[config.mk]
export PLATFORM = sky130hd
export DESIGN_NAME = mpsk_phase_gen
export DESIGN_NICKNAME = d
export VERILOG_FILES = /design/src/rtl/mpsk_pkg.sv /design/src/rtl/mpsk_bit_collector.sv /design/src/rtl/mpsk_phase_gen.sv
export SDC_FILE = /design/constraint.sdc
export NUM_CORES = 1
export LEC_CHECK = 0
export BUFFER_PORTS_ARGS = -buffer_cell sky130_fd_sc_hd__buf_2
export CAP_MARGIN = 20
export CELL_PAD_IN_SITES_DETAIL_PLACEMENT = 1
export CELL_PAD_IN_SITES_GLOBAL_PLACEMENT = 1
export CORE_MARGIN = 3
export CORE_UTILIZATION = 30
export CTS_CLUSTER_DIAMETER = 80
export CTS_CLUSTER_SIZE = 28
export DETAILED_ROUTE_END_ITERATION = 10
export PLACE_DENSITY = 0.53
export SYNTH_ARGS = -nofsm -noshare
export SYNTH_HDL_FRONTEND = slang
export SYNTH_SLANG_ARGS = --single-unit
[constraint.sdc]
create_clock -name clk -period 1.7 [get_ports clk]
set_input_delay 0.51 -clock clk [delete_from_list [all_inputs] [get_ports clk]]
set_output_delay 0.51 -clock clk [all_outputs]
set_load 0.005 [all_outputs]
[src/rtl/mpsk_pkg.sv]
// Shared constants and helpers for the M-PSK phase generator.
package mpsk_pkg;

  localparam int unsigned MAX_BITS = 4;

  localparam logic [0:0] ST_IDLE = 1'b0;
  localparam logic [0:0] ST_RUN  = 1'b1;

  // Width of a counter that must hold 0..sps-1.
  function automatic int unsigned cnt_w(input int unsigned sps);
    return (sps > 2) ? $clog2(sps) : 1;
  endfunction

  // Gray-to-binary over the low nbits; bits above nbits are forced to zero.
  function automatic logic [MAX_BITS-1:0] gray2bin(input logic [MAX_BITS-1:0] g,
                                                   input int unsigned nbits);
    logic [MAX_BITS-1:0] b;
    logic                run;
    b   = '0;
    run = 1'b0;
    for (int i = MAX_BITS - 1; i >= 0; i--) begin
      if (i < int'(nbits)) begin
        run  = run ^ g[i];
        b[i] = run;
      end
    end
    return b;
  endfunction

endpackage

[src/rtl/mpsk_bit_collector.sv]
// Serial-in symbol collector: MSB-first SIPO with a one-deep pending buffer.
module mpsk_bit_collector
  import mpsk_pkg::*;
#(
  parameter int unsigned BITS_PER_SYM = 2
) (
  input  logic                    clk,
  input  logic                    rst,
  input  logic                    bit_in,
  input  logic                    bit_valid,
  input  logic                    consume,
  output logic                    bit_ready,
  output logic                    pend_full,
  output logic [BITS_PER_SYM-1:0] pend_sym
);

  localparam int unsigned CNT_W = (BITS_PER_SYM > 1) ? $clog2(BITS_PER_SYM) : 1;

  logic [BITS_PER_SYM-1:0] shift_q, shift_d;
  logic [BITS_PER_SYM-1:0] pend_q, pend_d;
  logic [CNT_W-1:0]        bit_cnt_q, bit_cnt_d;
  logic                    pend_full_q, pend_full_d;
  logic                    ready_q, ready_d;
  logic                    take;
  logic                    last_bit;
  logic [BITS_PER_SYM-1:0] shift_nxt;

  // Shift accepted bits in; hand a full symbol to the pending slot.
  always_comb begin
    shift_d     = shift_q;
    pend_d      = pend_q;
    bit_cnt_d   = bit_cnt_q;
    pend_full_d = pend_full_q;
    take        = bit_valid && ready_q;
    shift_nxt   = BITS_PER_SYM'({shift_q, bit_in});
    last_bit    = (bit_cnt_q == CNT_W'(BITS_PER_SYM - 1));
    if (consume) begin
      pend_full_d = 1'b0;
    end
    if (take) begin
      if (last_bit) begin
        pend_d      = shift_nxt;
        pend_full_d = 1'b1;
        bit_cnt_d   = '0;
        shift_d     = '0;
      end else begin
        shift_d   = shift_nxt;
        bit_cnt_d = bit_cnt_q + CNT_W'(1);
      end
    end
    // Registered so ready stays low during reset and tracks !pend_full after.
    ready_d = !pend_full_d;
  end

  // Collector state registers.
  always_ff @(posedge clk or posedge rst) begin
    if (rst) begin
      shift_q     <= '0;
      pend_q      <= '0;
      bit_cnt_q   <= '0;
      pend_full_q <= 1'b0;
      ready_q     <= 1'b0;
    end else begin
      shift_q     <= shift_d;
      pend_q      <= pend_d;
      bit_cnt_q   <= bit_cnt_d;
      pend_full_q <= pend_full_d;
      ready_q     <= ready_d;
    end
  end

  assign bit_ready = ready_q;
  assign pend_full = pend_full_q;
  assign pend_sym  = pend_q;

endmodule

[src/rtl/mpsk_phase_gen.sv]
// M-PSK phase generator: symbol timing, Gray mapping and carrier phase accumulation.
module mpsk_phase_gen
  import mpsk_pkg::*;
#(
  parameter int unsigned BITS_PER_SYM = 2,
  parameter int unsigned PHASE_W      = 8,
  parameter int unsigned SPS          = 256,
  parameter int unsigned FREQ_STEP    = 1,
  parameter int unsigned GRAY         = 1
) (
  input  logic               clk,
  input  logic               rst,
  input  logic               enable,
  input  logic               bit_in,
  input  logic               bit_valid,
  output logic               bit_ready,
  output logic [PHASE_W-1:0] phase_out,
  output logic               out_valid,
  output logic               sym_start,
  output logic               underrun
);

  localparam int unsigned CNT_W = cnt_w(SPS);
  localparam int unsigned SHIFT = PHASE_W - BITS_PER_SYM;

  logic [0:0]              state_q, state_d;
  logic [PHASE_W-1:0]      acc_q, acc_d;
  logic [CNT_W-1:0]        cnt_q, cnt_d;
  logic [BITS_PER_SYM-1:0] act_q, act_d;
  logic [PHASE_W-1:0]      phase_q, phase_d;
  logic                    out_valid_q, out_valid_d;
  logic                    sym_start_q, sym_start_d;
  logic                    underrun_q, underrun_d;

  logic                    consume;
  logic                    pend_full;
  logic [BITS_PER_SYM-1:0] pend_sym;
  logic [BITS_PER_SYM-1:0] dec;
  logic [PHASE_W-1:0]      offset;
  logic                    last_sample;

  mpsk_bit_collector #(
    .BITS_PER_SYM (BITS_PER_SYM)
  ) u_collector (
    .clk       (clk),
    .rst       (rst),
    .bit_in    (bit_in),
    .bit_valid (bit_valid),
    .consume   (consume),
    .bit_ready (bit_ready),
    .pend_full (pend_full),
    .pend_sym  (pend_sym)
  );

  // Next-state, accumulator and mapped output for the current sample.
  always_comb begin
    state_d     = state_q;
    acc_d       = acc_q;
    cnt_d       = cnt_q;
    act_d       = act_q;
    phase_d     = phase_q;
    out_valid_d = 1'b0;
    sym_start_d = 1'b0;
    underrun_d  = 1'b0;
    consume     = 1'b0;

    if (GRAY != 0) begin
      dec = BITS_PER_SYM'(gray2bin(MAX_BITS'(act_q), BITS_PER_SYM));
    end else begin
      dec = act_q;
    end
    offset      = PHASE_W'(dec) << SHIFT;
    last_sample = (cnt_q == CNT_W'(SPS - 1));

    case (state_q)
      ST_IDLE: begin
        if (enable && pend_full) begin
          consume = 1'b1;
          act_d   = pend_sym;
          acc_d   = '0;
          cnt_d   = '0;
          state_d = ST_RUN;
        end
      end
      ST_RUN: begin
        if (enable) begin
          phase_d     = acc_q + offset;
          out_valid_d = 1'b1;
          sym_start_d = (cnt_q == '0);
          acc_d       = acc_q + PHASE_W'(FREQ_STEP);
          if (last_sample) begin
            cnt_d = '0;
            if (pend_full) begin
              consume = 1'b1;
              act_d   = pend_sym;
            end else begin
              underrun_d = 1'b1;
            end
          end else begin
            cnt_d = cnt_q + CNT_W'(1);
          end
        end
      end
      default: begin
        state_d = ST_IDLE;
      end
    endcase
  end

  // State and output registers.
  always_ff @(posedge clk or posedge rst) begin
    if (rst) begin
      state_q     <= ST_IDLE;
      acc_q       <= '0;
      cnt_q       <= '0;
      act_q       <= '0;
      phase_q     <= '0;
      out_valid_q <= 1'b0;
      sym_start_q <= 1'b0;
      underrun_q  <= 1'b0;
    end else begin
      state_q     <= state_d;
      acc_q       <= acc_d;
      cnt_q       <= cnt_d;
      act_q       <= act_d;
      phase_q     <= phase_d;
      out_valid_q <= out_valid_d;
      sym_start_q <= sym_start_d;
      underrun_q  <= underrun_d;
    end
  end

  assign phase_out = phase_q;
  assign out_valid = out_valid_q;
  assign sym_start = sym_start_q;
  assign underrun  = underrun_q;

endmodule

==> results <==
- The run finished with clean final reports.
- For this design, the sink count on the clock tree is 36.
- The relative max-transition margin is about 69%.
- The clock arrives with 3.72 ps of skew.
- The estimated wirelength of the detail-placed design is approximately 2600 um.
- The hold violation count in the final report came to 0.
- The worst setup path is launched from a register.
- Entering global routing, the biggest net connects 37 pins.
- The total DRC errors in the routed layout is 0.
- The die span in y is approximately 80 um.
- The synthesized netlist occupies a cell area of about 0.0017 mm^2.
- The via count of the first global-routing pass is 1328.
- The critical path is of the register to register type.
- For this design the ratio of total power to cell area is 1410 mW/mm^2.
- In this run the worst path has a maximum fanout of 6.
- In this run the critical register-to-register path is launched from cnt_q[0]$_DFFE_PP0P_.
- The count of input and output buffers is 16.
- The clock insertion delay at the later pin of the skew report is about 280 ps.
- The worst setup path is captured at a register.
- The repair_antennas step left the layout with diodes totalling 0.
- The die area is ~0.0065 mm^2.
- The worst register-to-register path ends at act_q[1]$_DFFE_PP0P_.
- The ratio of final minimum period to clock period is 92.7%.
- The number of instances in the synthesized netlist is roughly 160.
- The area growth from synthesis to layout is 17.1%.
- The count of warnings emitted by yosys is 0.
- The cell area after layout is 0.00196 mm^2.
- The worst min-delay path class is primary input to asynchronous set/reset pin.
- The max capacitance violation total is 0.
- The maximum operating frequency is around 630 MHz.
- The proportion of layout cells with a drive suffix above 1 is roughly 22%.
- The part of the Yosys area used for sequential elements is between 50 and 60%.
- The H-tree depth is 2.
- The first-pass GRT wire length is about 6500 um.
- The net count of the mapped netlist is roughly 170.
- The register clock-pin slew on the reported worst setup and hold paths is ~70 ps.
- The overall via count from detail_route is roughly 1300.
- After detailed routing, the average wire length per cell comes to 14.3 um.
- Once detail routing completed, the nets flagged for antenna violations numbered 0.
- The count of flip-flops with a built-in enable after synthesis is 0.
- Setup repair after global routing left no endpoint under its margin.
- TritonCTS built the clock tree.
- The final critical path time including I/O delays and setup is about 1600 ps.
- The initial antenna violation count is 0.
- Across the VDD grid, the largest voltage drop is 0.000494 V.
- OpenSTA, run right after detailed placement, puts the worst setup slack at 93.6 ps.
- The total iterations of the first detailed-routing run is 4.
- The congestion estimate from routability-driven global placement came to around 0.76.
- The total of endpoints with negative setup slack in the final report is 0.
- Setup total negative slack on the finished layout was measured at 0 ps.
- In this run, distinct cell masters in the synthesized netlist total 37.
- The predominant post-synthesis flop cell is dfrtp_1.
- Synthesis inferred 36 register bits.
- The post-synthesis area per instance is 10.6 um^2.
- The minimum setup slack in the final design is ~120 ps.
- No sink is reached through more buffers than the 2 on the longest clock path.
- After detailed routing, the number of vias per cell comes to roughly 5.0.
- For this run, the total global-route usage over all layers was measured as a little over an eighth.
- The cell with the most instances on the worst path is nand3_2.
- The critical path goes through ha_2, nand3_2, o21ai_4, nand3_2, mux2_1.
- The number of cells on the worst reg-to-reg path is 5.
- Row generation in the floorplan step produced 26 rows.
- For this run the aggregate overflow at the end of global routing stands at 0.
- For this configuration, the core starts out at a cell density of approximately a third.
- Summed over all layers, the routed wires come to 3600 um.
- The area inside the core boundary is roughly 0.0053 mm^2.
- The count of routing violations after the opening detailed-route iteration is 74.
- The cell chosen for the clock root is clkbuf_8.
- The slowest cell on the critical path is dfrtp_1.
- Buffers inserted during clock tree synthesis total 5.
- The die is slightly above 80 um wide.
- The area after detailed placement is 0.00187 mm^2.
- The slew of the pin with the lowest slew margin is about 470 ps.
- The analysis attributes to cell leakage a power of between 0.9 and 1 nW.
- The number of max-slew violations in the final report is 0.
- At the worst endpoint, the arrival time is approximately 1700 ps.
- The data required time of the critical path is roughly 1900 ps.
- The number of nets in the layout is 191.
- The boundary pin count is 17.
- The largest single stage delay on the critical path is around 400 ps.
- The fraction of registers with async set/reset is 100%.
- In this run the register-to-register setup slack is roughly 120 ps.
[worst max-delay path, delay by kind of cell (launching register included)]
family / cells / cell delay [ps]
and+or+nand+nor: 2 / 220
muxes: 1 / 320
DFF: 1 / 410
AOI/OAI and AO/OA: 1 / 230
adders and majority gates: 1 / 270
[how the worst max path moves through the flow]
stage / startpoint / slack [ps] / cells past startpoint / endpoint
2_1_floorplan: cnt_q[0]$_DFFE_PP0P_ / 260 / 5 / act_q[1]$_DFFE_PP0P_
3_3_place_gp: cnt_q[0]$_DFFE_PP0P_ / 160 / 5 / act_q[0]$_DFFE_PP0P_
3_5_place_dp: cnt_q[0]$_DFFE_PP0P_ / 90 / 5 / act_q[1]$_DFFE_PP0P_
4_1_cts: cnt_q[0]$_DFFE_PP0P_ / 80 / 5 / act_q[1]$_DFFE_PP0P_
5_1_grt: cnt_q[1]$_DFFE_PP0P_ / 50 / 5 / act_q[1]$_DFFE_PP0P_
6_report: cnt_q[0]$_DFFE_PP0P_ / 120 / 5 / act_q[1]$_DFFE_PP0P_
[cell families after synthesis]
kind of cell / count (synthesis) / share of synthesized area (%)
and+or+nand+nor: 64 / 19.1
DFF: 36 / 53.7
AOI/OAI and AO/OA: 30 / 13.2
adders and majority gates: 4 / 2.98
muxes: 7 / 4.47
xor gates and xnor gates: 4 / 2.09
buffers and inverters: 14 / 4.47
[synth_stat cells, drive strengths merged (2+ instances only)]
master,instances,share of area [%]
nand2,37,8.3
dfrtp,36,54
o21ai,11,4.0
nand3,10,3.6
buf,7,2.9
inv,6,1.3
a22o,5,2.6
nand4,5,2.8
ha,4,3.0
mux2,4,2.7
nor4,4,1.5
a21boi,3,1.3
a21o,3,1.3
mux2i,3,1.8
nand2b,2,0.75
nor2,2,0.45
xnor2,2,1.0
xor2,2,1.0
[registers in the layout (all words and copies together), names as in the netlist]
name and count:
acc_q 8, act_q 2, cnt_q 8, out_valid 1
phase_out 8, state_q 1, sym_start 1, u_collector.bit_cnt_q 1
u_collector.bit_ready 1, u_collector.pend_full 1, u_collector.pend_sym 2, u_collector.shift_q 1
underrun 1
[through the flow]
| step | instances | hold slack, ps | util [%] | power [mW] |
|---|---|---|---|---|
| final | 252 | 324 | 37.3 | 2.77 |
| after floorplan | 159 | 446 | - | 1.89 |
| after global placement | 245 | 453 | 35.4 | 2.11 |
| after detailed placement | 245 | 461 | 35.4 | 2.14 |
| after CTS | 252 | 345 | 37.2 | 2.81 |
| after global routing | 252 | 389 | 37.3 | 3.00 |
[repair_timing]
item | in CTS | in global routing
setup buffers | 0 | 0
resized for setup | 0 | 1
hold buffers | 0 | 0
endpoints found under the setup margin | 0 | 1
[area by class of cell]
class | count | area, um^2
multi-input cells | 109 | 704
flip-flops and latches | 36 | 901
well taps | 70 | 87.6
fillers | 620 | 3310
clock buffers | 7 | 96.3
inverters | 6 | 22.5
repair buffers | 24 | 153
[power by group]
part           internal (mW)  switching, mW  total [mW]
Combinational          0.350          0.357       0.706
Sequential              1.12          0.283        1.40
Clock                  0.361          0.294       0.655
Total                   1.83          0.934        2.77
[layout by cell type, fill, tap and decap left out, drive strengths merged, types with 3 or more instances in the layout]
| cell type | count |
|---|---|
| a21boi | 3 |
| a21o | 3 |
| a22o | 5 |
| buf | 24 |
| clkbuf | 7 |
| dfrtp | 36 |
| ha | 4 |
| inv | 6 |
| mux2 | 4 |
| mux2i | 3 |
| nand2 | 37 |
| nand3 | 10 |
| nand4 | 5 |
| nor4 | 4 |
| o21ai | 11 |
[layer usage]
layer	global-route usage (%)	vias up	wire, um
met5	0	-	0
met1	17.6	630	1780
met2	19.7	18	1670
met3	3.66	6	100
met4	5.07	0	59
li1	-	601	-
No activity file was read; power rests on OpenSTA's default activity.
